## config.mk

```make
export PLATFORM = sky130hd
export DESIGN_NAME = turn_timer
export DESIGN_NICKNAME = d
export VERILOG_FILES = /design/src/rtl/turn_timer.sv
export SDC_FILE = /design/constraint.sdc
export NUM_CORES = 1
export LEC_CHECK = 0
export ABC_AREA = 1
export CAP_MARGIN = 40
export CORE_MARGIN = 2
export CORE_UTILIZATION = 42
export CTS_CLUSTER_SIZE = 28
export DETAILED_ROUTE_END_ITERATION = 10
export PLACE_DENSITY_LB_ADDON = 0.25
export SYNTH_ARGS = -nofsm -noshare
export SYNTH_HDL_FRONTEND = slang
export SYNTH_SLANG_ARGS = --single-unit
export TNS_END_PERCENT = 20
```

## constraint.sdc

```tcl
create_clock -name clk -period 1.6 [get_ports clk]
set_clock_uncertainty 0.1 [all_clocks]
set_input_delay 0.24 -clock clk [delete_from_list [all_inputs] [get_ports clk]]
set_output_delay 0.24 -clock clk [all_outputs]
set_load 0.02 [all_outputs]
```

## src/rtl/turn_timer.sv

```systemverilog
// turn_timer: per-turn countdown for the game controller.
// Counts down on tick while the game FSM is in PLAY. Works either as a
// per-move clock (reload on every turn change) or as a per-player time bank.
// Reports remaining time, a low-time warning and a one-cycle timeout pulse.
module turn_timer #(
  parameter int CNT_W       = 4,
  parameter int NUM_PLAYERS = 2,
  parameter int TURN_W      = $clog2(NUM_PLAYERS),
  parameter int BANK_MODE   = 0,
  parameter int WARN_TH     = 3
) (
  input  logic              clk,
  input  logic              rst_n,
  input  logic              tick,
  input  logic [2:0]        state,
  input  logic [TURN_W-1:0] turn,
  input  logic [CNT_W-1:0]  init_time,
  input  logic              pause,
  output logic [CNT_W-1:0]  count,
  output logic              running,
  output logic              warn,
  output logic              timeout,
  output logic [TURN_W-1:0] timeout_player
);

  localparam logic [2:0]  PLAY   = 3'b001;
  localparam logic [1:0]  S_IDLE = 2'd0;
  localparam logic [1:0]  S_RUN  = 2'd1;
  localparam logic [1:0]  S_EXP  = 2'd2;
  localparam logic [31:0] WTH    = 32'(WARN_TH);
  localparam logic [31:0] NP     = 32'(NUM_PLAYERS);

  logic [1:0]                        fsm, fsm_nxt;
  logic [NUM_PLAYERS-1:0][CNT_W-1:0] bank, bank_nxt;
  logic [CNT_W-1:0]                  cnt_nxt, sel_cnt;
  logic [TURN_W-1:0]                 turn_q, tp_nxt;
  logic                              to_nxt;
  logic                              play, turn_chg, turn_ok;

  assign play     = (state == PLAY);
  assign turn_chg = (turn != turn_q);
  // Out-of-range turn indices freeze every counter.
  assign turn_ok  = (32'(turn) < NP);
  // Value the active counter takes on a turn change; bank[turn] is only
  // consumed when turn_ok is set.
  assign sel_cnt  = (BANK_MODE != 0) ? bank[turn] : init_time;

  // Next-state decode: IDLE / RUN / EXPIRED with abort > turn change > tick.
  always_comb begin
    fsm_nxt  = fsm;
    cnt_nxt  = count;
    bank_nxt = bank;
    to_nxt   = 1'b0;
    tp_nxt   = timeout_player;
    case (fsm)
      S_IDLE: begin
        cnt_nxt = init_time;
        for (int i = 0; i < NUM_PLAYERS; i++) bank_nxt[i] = init_time;
        if (play) fsm_nxt = S_RUN;
      end
      S_RUN: begin
        if (!play) begin
          fsm_nxt = S_IDLE;
          cnt_nxt = init_time;
          for (int i = 0; i < NUM_PLAYERS; i++) bank_nxt[i] = init_time;
        end else if (turn_chg) begin
          if (turn_ok) cnt_nxt = sel_cnt;
        end else if (tick && !pause && turn_ok) begin
          // count mirrors bank[turn] here, so it is the active counter.
          if (count <= CNT_W'(1)) begin
            cnt_nxt        = '0;
            bank_nxt[turn] = '0;
            to_nxt         = 1'b1;
            tp_nxt         = turn;
            fsm_nxt        = S_EXP;
          end else begin
            cnt_nxt        = count - CNT_W'(1);
            bank_nxt[turn] = count - CNT_W'(1);
          end
        end
      end
      S_EXP: begin
        if (!play) begin
          fsm_nxt = S_IDLE;
          cnt_nxt = init_time;
          for (int i = 0; i < NUM_PLAYERS; i++) bank_nxt[i] = init_time;
        end else if (turn_chg) begin
          fsm_nxt = S_RUN;
          if (turn_ok) cnt_nxt = sel_cnt;
        end
      end
      default: fsm_nxt = S_IDLE;
    endcase
  end

  // State and output registers; running/warn are decoded from next state so
  // they line up with the registered count.
  always_ff @(posedge clk or negedge rst_n) begin
    if (!rst_n) begin
      fsm            <= S_IDLE;
      count          <= '0;
      bank           <= '0;
      turn_q         <= '0;
      timeout        <= 1'b0;
      timeout_player <= '0;
      running        <= 1'b0;
      warn           <= 1'b0;
    end else begin
      fsm            <= fsm_nxt;
      count          <= cnt_nxt;
      bank           <= bank_nxt;
      turn_q         <= turn;
      timeout        <= to_nxt;
      timeout_player <= tp_nxt;
      running        <= (fsm_nxt == S_RUN) && !pause;
      warn           <= (fsm_nxt == S_RUN) && (32'(cnt_nxt) <= WTH);
    end
  end

endmodule
```

* Yosys cells after proc, flatten, opt, wreduce, memory -nomap -nowiden *
Cells that the tools add are included.

word-level totals
  word-level logic and storage cells = 42
  register bits after elaboration = 11
  input bits = 12

cells by class
  magnitude comparators = 2
  add/subtract/negate cells = 1
  equality and inequality tests = 5
  reduce and logical (&&, ||, !) cells = 6
  bitwise gates (word level) = 1
  mux-type cells = 20

operators with widths
  cell                 count
  $mux 4               6
  $mux 2               7
  $pmux 4 s3           1
  $pmux 2 s3           1
  $mux 1               5
  $reduce_and 5->1     1
  $eq 2x1->1 const B   2
  $le 4x1->1 const B   1
  $le 4x2->1 const B   1
  $sub 4x1->4 const B  1
  $eq 3x1->1 const B   1
  $logic_and 1x1->1    3
  $eq 2x2->1 const B   1
  $logic_not 2->1      1
  $logic_not 1->1      1
  $ne 1x1->1           1
  $not 1->1            1

* Longest topological paths before layout *
Gate-level depths: netlist of the first run.

  depth in word-level cells = 8
  mapped depth = 12

* Least setup slack after synthesis of the first run *
OpenSTA, ideal clock, no wires.

  kind = reg2reg
  start point = register (tool-made name)
  end point = register warn
  arrival = 1.494 ns
  setup slack = -0.111 ns
  stages on the path, launching flop included = 13
  cells stage by stage = dfrtp_1 -> inv_1 -> ha_1 -> inv_1 -> nand2_1 -> nand2_1 -> nor2_1 -> nor2_1 -> nand2_1 -> nand2_1 -> nand2_1 -> a21oi_2 -> nor2_2

RTL lines
  what                    line  source
  end signal: assignment  116   warn <= (fsm_nxt == S_RUN) && (32'(cnt_nxt) <= WTH);
  end: declaration        21    output logic warn,

* Worst setup path after layout of the first run *
  start point = register warn
  end point = output port warn

No word-level cell between the ends.

==> results of run 1 <==
==> cells in the mapped netlist (all sizes together) <==
cell,instances
buf,1
o211ai,1
o21bai,1
xor2,1
nand4,5
nor3,1
nand3b,1
nand3,8
dfrtp,11
ha,2
o21ai,2
nor2,17
inv,19
a21oi,1
nand2,35
==> per-layer routing <==
metal / up-vias / GRT usage (%)
li1: 405 / -
met5: - / 0
met3: 2 / 2.35
met1: 366 / 24.3
met4: 0 / 6.86
met2: 18 / 30.6
==> layout make-up <==
| cell class | count | share of cell area, % |
|---|---|---|
| clock buffers | 3 | 1.96 |
| clock inverters | 1 | 0.435 |
| inverters | 19 | 6.20 |
| multi-input cells | 75 | 38.3 |
| flip-flops and latches | 11 | 24.1 |
| well taps | 25 | 2.72 |
| repair buffers | 34 | 26.3 |
==> kinds of logic after synthesis <==
family | count (synthesis) | share of synthesized area, %
AOI/OAI and AO/OA | 5 | 4.45
xor gates and xnor gates | 1 | 1.15
DFF | 11 | 36.2
buffers and inverters | 20 | 10.0
adders and majority gates | 2 | 3.29
and+or+nand+nor | 67 | 44.8
==> worst max-delay path by stage <==
stage / startpoint / to / slack (ns) / cells past startpoint
CTS: flop / warn / -0.006 / 12
global placement: turn / timeout_player / -0.23 / 10
global route: flop / warn / -0.07 / 11
detailed placement: turn / timeout_player / -0.25 / 10
floorplan: flop / warn / 0.007 / 12
finish: warn / warn / 0.04 / 1
==> through the flow <==
step	instances	TNS (ns)	setup slack (ns)	util [%]	total power [uW]
after floorplan	106	0	0.00656	-	373
after global placement	162	-1.08	-0.227	63.0	456
after detailed placement	162	-1.30	-0.247	63.0	459
after CTS	166	-0.00565	-0.00565	64.6	651
after global routing	168	-0.0711	-0.0711	67.4	699
final	168	0	0.0415	67.4	661
==> timing repair <==
action | CTS | global route
endpoints found under the setup margin | 5 | 6
pin swaps | 0 | 5
gates resized for setup | 5 | 11
setup buffers | 0 | 2
==> power by group through the flow <==
stage / logic [uW] / clock network, uW / registers [uW]
final: 164 / 198 / 299
after global routing: 183 / 214 / 302
after CTS: 151 / 200 / 299
after detailed placement: 154 / 0 / 305
after global placement: 151 / 0 / 305
after floorplan: 61.6 / 0 / 312
==> impl_metrics.toml, run 1 <==
[outcome]
status = "finished, final reports clean"

[drt]
met1_length_um = 764
highest_layer = "met4"
drc = 0
route.met3.wl_um = 91
vias_per_cell = 4.71
drt-initial-drc-count = 3
ant_nets = 0
wl_per_cell_um = 10.4
vias = 791
drt_wl_total_um = 1750
wl_met2_um = 882
dr.pass1.iters = 4

[critical_path]
cpMaxStageDelayCell = "clkdlybuf4s50_1"
path_buf_inv = 1
reg2reg_depth = 11
cp_slowest_stage_delay_ns = 0.60
critPathArrivalTime_ns = 1.22
crit_required_ns = 1.26
worstReg2RegEnd = "warn"
crit_family = "buffers and inverters"
r2r_slack_ns = 0.06
path_max_fanout = 1
path_class = "reg -> out"
crit_chain = "clkdlybuf4s50_1"
endpoint_kind = "primary output"
start_kind = "flop"

[global_route]
track_usage_pct = 18.5
grt_pass1_vias = 682
grt-ovfl-total = 0
grt_pass1_wl_um = 2790
grt_max_degree = 12
antenna_found_initial = 0

[synthesis]
syn_nets = 120
synth_area_leaders = "dfrtp_1 36%, nand2_1 16%, inv_1 8.9%, nor2_1 5.9%, nand3_1 4.6%"
synth_seq_cells = 11
postSynthCellCount = 106
netlist_area_um2 = 759
yosysSeqAreaShare_pct = 36.2
yosys.area.top_type = "dfrtp_1"
synth.distinct_cells = 22
yosysWarnings = 0
syn_area_per_cell_um2 = 7.16
synth_top_area_share_pct = 36.2

[power]
p_int_uw = 462
pwr-share-comb_pct = 24.8
leakagePower_uw = 0.000641
swShare_pct = 30.1
seq_power_share_pct = 45.3
power_switching_uw = 199
clkPwrFrac_pct = 29.9
power_density_mw_per_mm2 = 575
peakVddDrop_mv = 0.379

[floorplan]
dieWidth_um = 46.5
core-area_mm2 = 0.00171
die_y_um = 46.5
top_level_ports = 20
die_area_mm2 = 0.00216
start_util_pct = 44.5
row_count = 15

[timing]
drv_slew = 0
hold_ws_ns = 0.0671
fin_crit_ns = 1.56
rsz0062_at_grt = "yes"
maxSlewHeadroom_pct = 64.3
final.period_utilization_pct = 97.4
fmax_ghz = 0.642
finalHoldViolCount = 0
finalSetupViolations = 0
worst_slew_pin_slew_ns = 0.534

[hold_path]
hold_path.class = "in -> reg"
hold_depth = 1
min_from = "turn"
worst_hold_path.endpoint = "turn_q"

[cells_and_area]
final_cell_area_mm2 = 0.00115
final_common_cell = "nand2_1"
layout_common_cells = "31 x nand2_1, 15 x buf_4, 14 x inv_1"
multi_input_area_um2 = 440
drive_gt1_share_pct = 28.7
seqCellArea_um2 = 278
fill_cells = 150
area_growth_pct = 51.6
fin_nets = 158
antenna_cells = 0

[place]
post_dp_cell_area_mm2 = 0.00108
port_buffers = 19
gp_congestion = 0.833
dp_hpwl_um = 1400

[cts]
cts_hold_buf = 0
htree_levels = 1
clk_pin_slew_ns = 0.08
clockBufferDepth = 2
cts_tree = "done"
cts_root_buffer = "clkbuf_4"
insertion_delay_ns = 0.28
cts_made_buffers = 3
cts.sinks = 11

[job]
maxCapViolations = 0
Power figures use the tool's default switching activity.
==> inputs of run 2 (changes only) <==
--- a/config.mk
+++ b/config.mk
@@ -5,10 +5,9 @@
 export SDC_FILE = /design/constraint.sdc
 export NUM_CORES = 1
 export LEC_CHECK = 0
-export ABC_AREA = 1
 export CAP_MARGIN = 40
 export CORE_MARGIN = 2
-export CORE_UTILIZATION = 42
+export CORE_UTILIZATION = 40
 export CTS_CLUSTER_SIZE = 28
 export DETAILED_ROUTE_END_ITERATION = 10
 export PLACE_DENSITY_LB_ADDON = 0.25
==> impl_metrics.toml, run 2 <==
[timing]
finalSetupViolations = 5
rsz0062_at_grt = "yes"
fin_setup_tns_ns = -0.513
maxSlewHeadroom_pct = 66.4
finalHoldViolCount = 0
fin_crit_ns = 1.76
layout_setup_ws_ns = -0.160
final.period_utilization_pct = 110
drv_slew = 0
fmax_ghz = 0.568
worst_slew_pin_slew_ns = 0.502

[cts]
htree_levels = 1
clk_pin_slew_ns = 0.07
cts.sinks = 11
cts_made_buffers = 3
clockBufferDepth = 2
cts_tree = "done"
cts_root_buffer = "clkbuf_4"
insertion_delay_ns = 0.29

[cells_and_area]
antenna_cells = 0
final_common_cell = "buf_4"
fin_nets = 121
drive_gt1_share_pct = 40.6
area_growth_pct = 77.1
layout_common_cells = "16 x buf_4, 12 x clkdlybuf4s50_1, 8 x dfrtp_1"

[synthesis]
yosys.area.top_type = "dfrtp_1"
synth_top_area_share_pct = 41.7
synth_area_leaders = "dfrtp_1 42%, nor4_1 4.7%, nand2_1 4.0%, ha_1 3.8%, mux2_2 3.4%"
synth_common_cells = "11 x dfrtp_1, 7 x nand2_1, 5 x nor4_1"
synth-async-reset-ratio_pct = 100
syn_nets = 82
synth_seq_cells = 11
synth.distinct_cells = 30
yosysMostFrequentCell = "dfrtp_1"
postSynthCellCount = 68
syn_area_per_cell_um2 = 9.72
synth_top_flop_cell = "dfrtp_1"
yosysSeqAreaShare_pct = 41.7
synth_edf_count = 0
yosysWarnings = 0
netlist_area_um2 = 661

[power]
power_density_mw_per_mm2 = 585
peakVddDrop_mv = 0.510
leakagePower_uw = 0.000512
total_power_uw = 685

[global_route]
grt-ovfl-total = 0
grt_max_degree = 12
grt_pass1_vias = 684
grt_pass1_wl_um = 3090
track_usage_pct = 22.3
antenna_found_initial = 0

[place]
port_buffers = 19
gp_congestion = 0.933
dp_hpwl_um = 1470

[critical_path]
cp_slowest_stage_delay_ns = 0.46
critPathArrivalTime_ns = 1.84
reg2reg_depth = 6
endpoint_kind = "flop"
cpMaxStageDelayCell = "dfrtp_2"
path_class = "reg -> reg"
path_max_fanout = 5
crit_chain = "inv_2 > ha_4 > nor2_4 > nor4_4 > and3_4 > mux2_4"
crit_required_ns = 1.68
start_kind = "flop"

[floorplan]
row_count = 14
die_area_mm2 = 0.00199
top_level_ports = 20
dieWidth_um = 44.6
die_y_um = 44.6
start_util_pct = 43.3
core-area_mm2 = 0.00152

[job]
maxCapViolations = 0

[drt]
dr.pass1.iters = 4
drt_wl_total_um = 2100
route.met3.wl_um = 115
vias_per_cell = 5.75
vias = 702
wl_met2_um = 1210
highest_layer = "met4"
drc = 0
ant_nets = 0
met1_length_um = 733
drt-initial-drc-count = 24
wl_per_cell_um = 17.2

[outcome]
violations = "setup timing"
status = "complete, but fails checks"

[hold_path]
hold_path.class = "in -> async"
[run 2: final timing paths]
check,from,end,slack (ns)
max reg2reg,flop,timeout_player,-0.16
max in group asynchronous,rst_n,asynchronous set/reset pin,0.85
min,rst_n,fsm[1],0.18
min reg2reg,timeout_player,timeout_player,0.42
min in group clk,turn,turn_q,0.27
max,flop,timeout_player,-0.16
[run 2: layer usage]
metal  up-vias  track usage [%]
met2        28             38.8
met3         6             7.35
li1        325                -
met1       343             23.2
met5         -                0
met4         0             12.7
[run 2: where the power goes]
part / switching, uW / internal (uW)
clock network: 108 / 97.2
logic: 84.1 / 92.1
registers: 15.7 / 288
[run 2: critical path: cells and delay by family, from the launching register on]
family | cells | cell delay, ns
and+or+nand+nor | 3 | 0.56
DFF | 1 | 0.46
muxes | 1 | 0.29
adders and majority gates | 1 | 0.15
buffers and inverters | 1 | 0.09
[run 2: kinds of logic after synthesis]
group | after synthesis | synth area share (%)
simple gates | 30 | 25.8
flops | 11 | 41.7
buf+inv | 5 | 3.03
compound gates | 15 | 17.0
fa+ha+maj | 2 | 3.79
mux | 3 | 4.92
xor+xnor | 2 | 3.79
[run 2: metrics by stage]
| stage | utilization (%) | cells | area, um^2 | hold WS [ns] | setup slack [ns] |
|---|---|---|---|---|---|
| finish | 76.8 | 122 | 1170 | 0.183 | -0.160 |
| global route | 76.8 | 122 | 1170 | 0.231 | -0.213 |
| CTS | 68.5 | 120 | 1040 | 0.204 | -0.137 |
| detailed placement | 66.4 | 116 | 1010 | 0.408 | -0.479 |
| global placement | 66.4 | 116 | 1010 | 0.395 | -0.449 |
| floorplan | - | 68 | 702 | -0.156 | -0.0767 |
[run 2: final cells by class]
| type | count | area (um^2) |
|---|---|---|
| fillers | 103 | 354 |
| well taps | 16 | 20.0 |
| repair buffers | 35 | 313 |
| clock buffers | 4 | 26.3 |
| multi-input cells | 52 | 514 |
| flip-flops and latches | 11 | 279 |
| inverters | 4 | 17.5 |
[run 2: repair_timing]
item                                   4_1_cts  5_1_grt
pin swaps                                    0       10
endpoints found under the hold margin        0        0
resized for setup                            6       21
buffers inserted                             0        2
setup endpoints to repair                    9        8
hold buffers                                 0        0
==> inputs of run 3 (changes only) <==
--- a/config.mk
+++ b/config.mk
@@ -6,11 +6,14 @@
 export NUM_CORES = 1
 export LEC_CHECK = 0
 export CAP_MARGIN = 40
+export CELL_PAD_IN_SITES_DETAIL_PLACEMENT = 1
+export CELL_PAD_IN_SITES_GLOBAL_PLACEMENT = 2
+export CORE_ASPECT_RATIO = 0.7
 export CORE_MARGIN = 2
-export CORE_UTILIZATION = 40
+export CORE_UTILIZATION = 24
 export CTS_CLUSTER_SIZE = 28
 export DETAILED_ROUTE_END_ITERATION = 10
-export PLACE_DENSITY_LB_ADDON = 0.25
+export PLACE_DENSITY = 0.84
 export SYNTH_ARGS = -nofsm -noshare
 export SYNTH_HDL_FRONTEND = slang
 export SYNTH_SLANG_ARGS = --single-unit
==> impl_metrics.toml, run 3 (synthesis gave the netlist of run 2 again) <==
[floorplan]
die_y_um = 47.9
top_level_ports = 20
start_util_pct = 26.1
core-area_mm2 = 0.00253
die_area_mm2 = 0.00320
row_count = 15
dieWidth_um = 66.7

[critical_path]
path_max_fanout = 4
cpMaxStageDelayCell = "dfrtp_2"
endpoint_kind = "flop"
crit_family = "simple AND/OR/NAND/NOR gates"
path_buf_inv = 1
start_kind = "flop"
critPathArrivalTime_ns = 1.83
path_class = "reg -> reg"
crit_chain = "xor2_4 > buf_4 > nor2_4 > nand2_2 > nor4_1 > a221o_1"
crit_required_ns = 1.67
r2r_slack_ns = -0.16
cp_slowest_stage_delay_ns = 0.46

[drt]
wl_per_cell_um = 18.1
wl_met2_um = 1350
vias = 746
drc = 0
met1_length_um = 1190
vias_per_cell = 5.04
drt-initial-drc-count = 42
drt_wl_total_um = 2680
highest_layer = "met4"
route.met3.wl_um = 109
dr.pass1.iters = 5
ant_nets = 0

[global_route]
grt_pass1_wl_um = 3970
grt-ovfl-total = 0
antenna_found_initial = 0
grt_pass1_vias = 781
track_usage_pct = 17.5
grt_max_degree = 12

[cells_and_area]
layout_common_cells = "25 x buf_4, 9 x clkdlybuf4s50_1, 9 x dlygate4sd2_1"
final_util_pct = 51.4
seqCellArea_um2 = 282
multi_input_area_um2 = 558
fill_cells = 277
fin_nets = 129
final_common_cell = "buf_4"
area_growth_pct = 97.0
final_cell_area_mm2 = 0.00130
drive_gt1_share_pct = 51.8
antenna_cells = 0

[place]
port_buffers = 19
gp_congestion = 0.839
dp_hpwl_um = 1750
post_dp_cell_area_mm2 = 0.00109

[power]
peakVddDrop_mv = 0.626
leakagePower_uw = 0.000538
power_density_mw_per_mm2 = 602

[cts]
cts_root_buffer = "clkbuf_8"
cts.sinks = 11
cts_tree = "done"
cts_made_buffers = 3
clockBufferDepth = 2
cts_hold_buf = 0
clk_pin_slew_ns = 0.06
htree_levels = 1
insertion_delay_ns = 0.24

[timing]
finalSetupViolations = 5
rsz0062_at_grt = "yes"
worst_slew_pin_slew_ns = 0.545
final.period_utilization_pct = 110
layout_setup_ws_ns = -0.161
fin_crit_ns = 1.76
finalHoldViolCount = 0
maxSlewHeadroom_pct = 63.5
drv_slew = 0
fmax_ghz = 0.568

[outcome]
violations = "setup timing"
status = "complete, but fails checks"

[hold_path]
hold_path.class = "in -> async"

[job]
maxCapViolations = 0
run 3: changes by cell type in the layout (fill, tap and decap cells not counted), moves of 3 or more:
| cell | before | now |
|---|---|---|
| dlymetal6s2s_1 | 3 | 0 |
| dlygate4sd2_1 | 4 | 9 |
| clkbuf_4 | 3 | 0 |
| clkdlybuf4s50_1 | 12 | 9 |
| clkbuf_8 | 0 | 3 |
| buf_4 | 16 | 25 |
run 3: power by group:
part,total [uW],switching (uW),internal (uW)
clock,281,106,175
sequential,302,13.1,289
combinational,200,99.7,101
total,784,219,565
run 3: per-stage QoR:
step                      std cells  power, uW  hold WS, ns  setup slack, ns  TNS [ns]
after floorplan                  68        370       -0.156          -0.0767    -0.139
after global placement          141        466        0.392           -0.500     -3.01
after detailed placement        141        472        0.408           -0.587     -3.66
after CTS                       147        770        0.285           -0.153    -0.355
after global routing            148        826        0.299           -0.234    -0.778
final                           148        784        0.258           -0.161    -0.496
run 3: worst paths after layout:
path                           startpoint              to  depth (start not counted)
max                                turn_q            flop                          6
min                                 rst_n          fsm[0]                          1
max reg2reg                        turn_q            flop                          6
min reg2reg                timeout_player  timeout_player                          1
max in group asynchronous           rst_n        count[2]                          1
min in group clk                    pause         running                          3
run 3: per-layer routing:
layer	GRT usage, %	vias up
met5	0	-
met4	2.86	0
met3	5.18	5
met2	31.2	20
met1	21.9	376
li1	-	345
run 3: cell type report:
type	instances	area share, %
clock buffer	4	3.46
inverter	4	1.35
multi-input combinational	52	42.9
sequential	11	21.6
tap	34	3.27
timing repair buffer	43	27.4
run 3: timing repair:
item / in CTS / in global routing
gates resized for setup: 30 / 8
setup endpoints to repair: 11 / 7
cloned: 0 / 0
buffers inserted: 2 / 1
pin swaps: 8 / 4
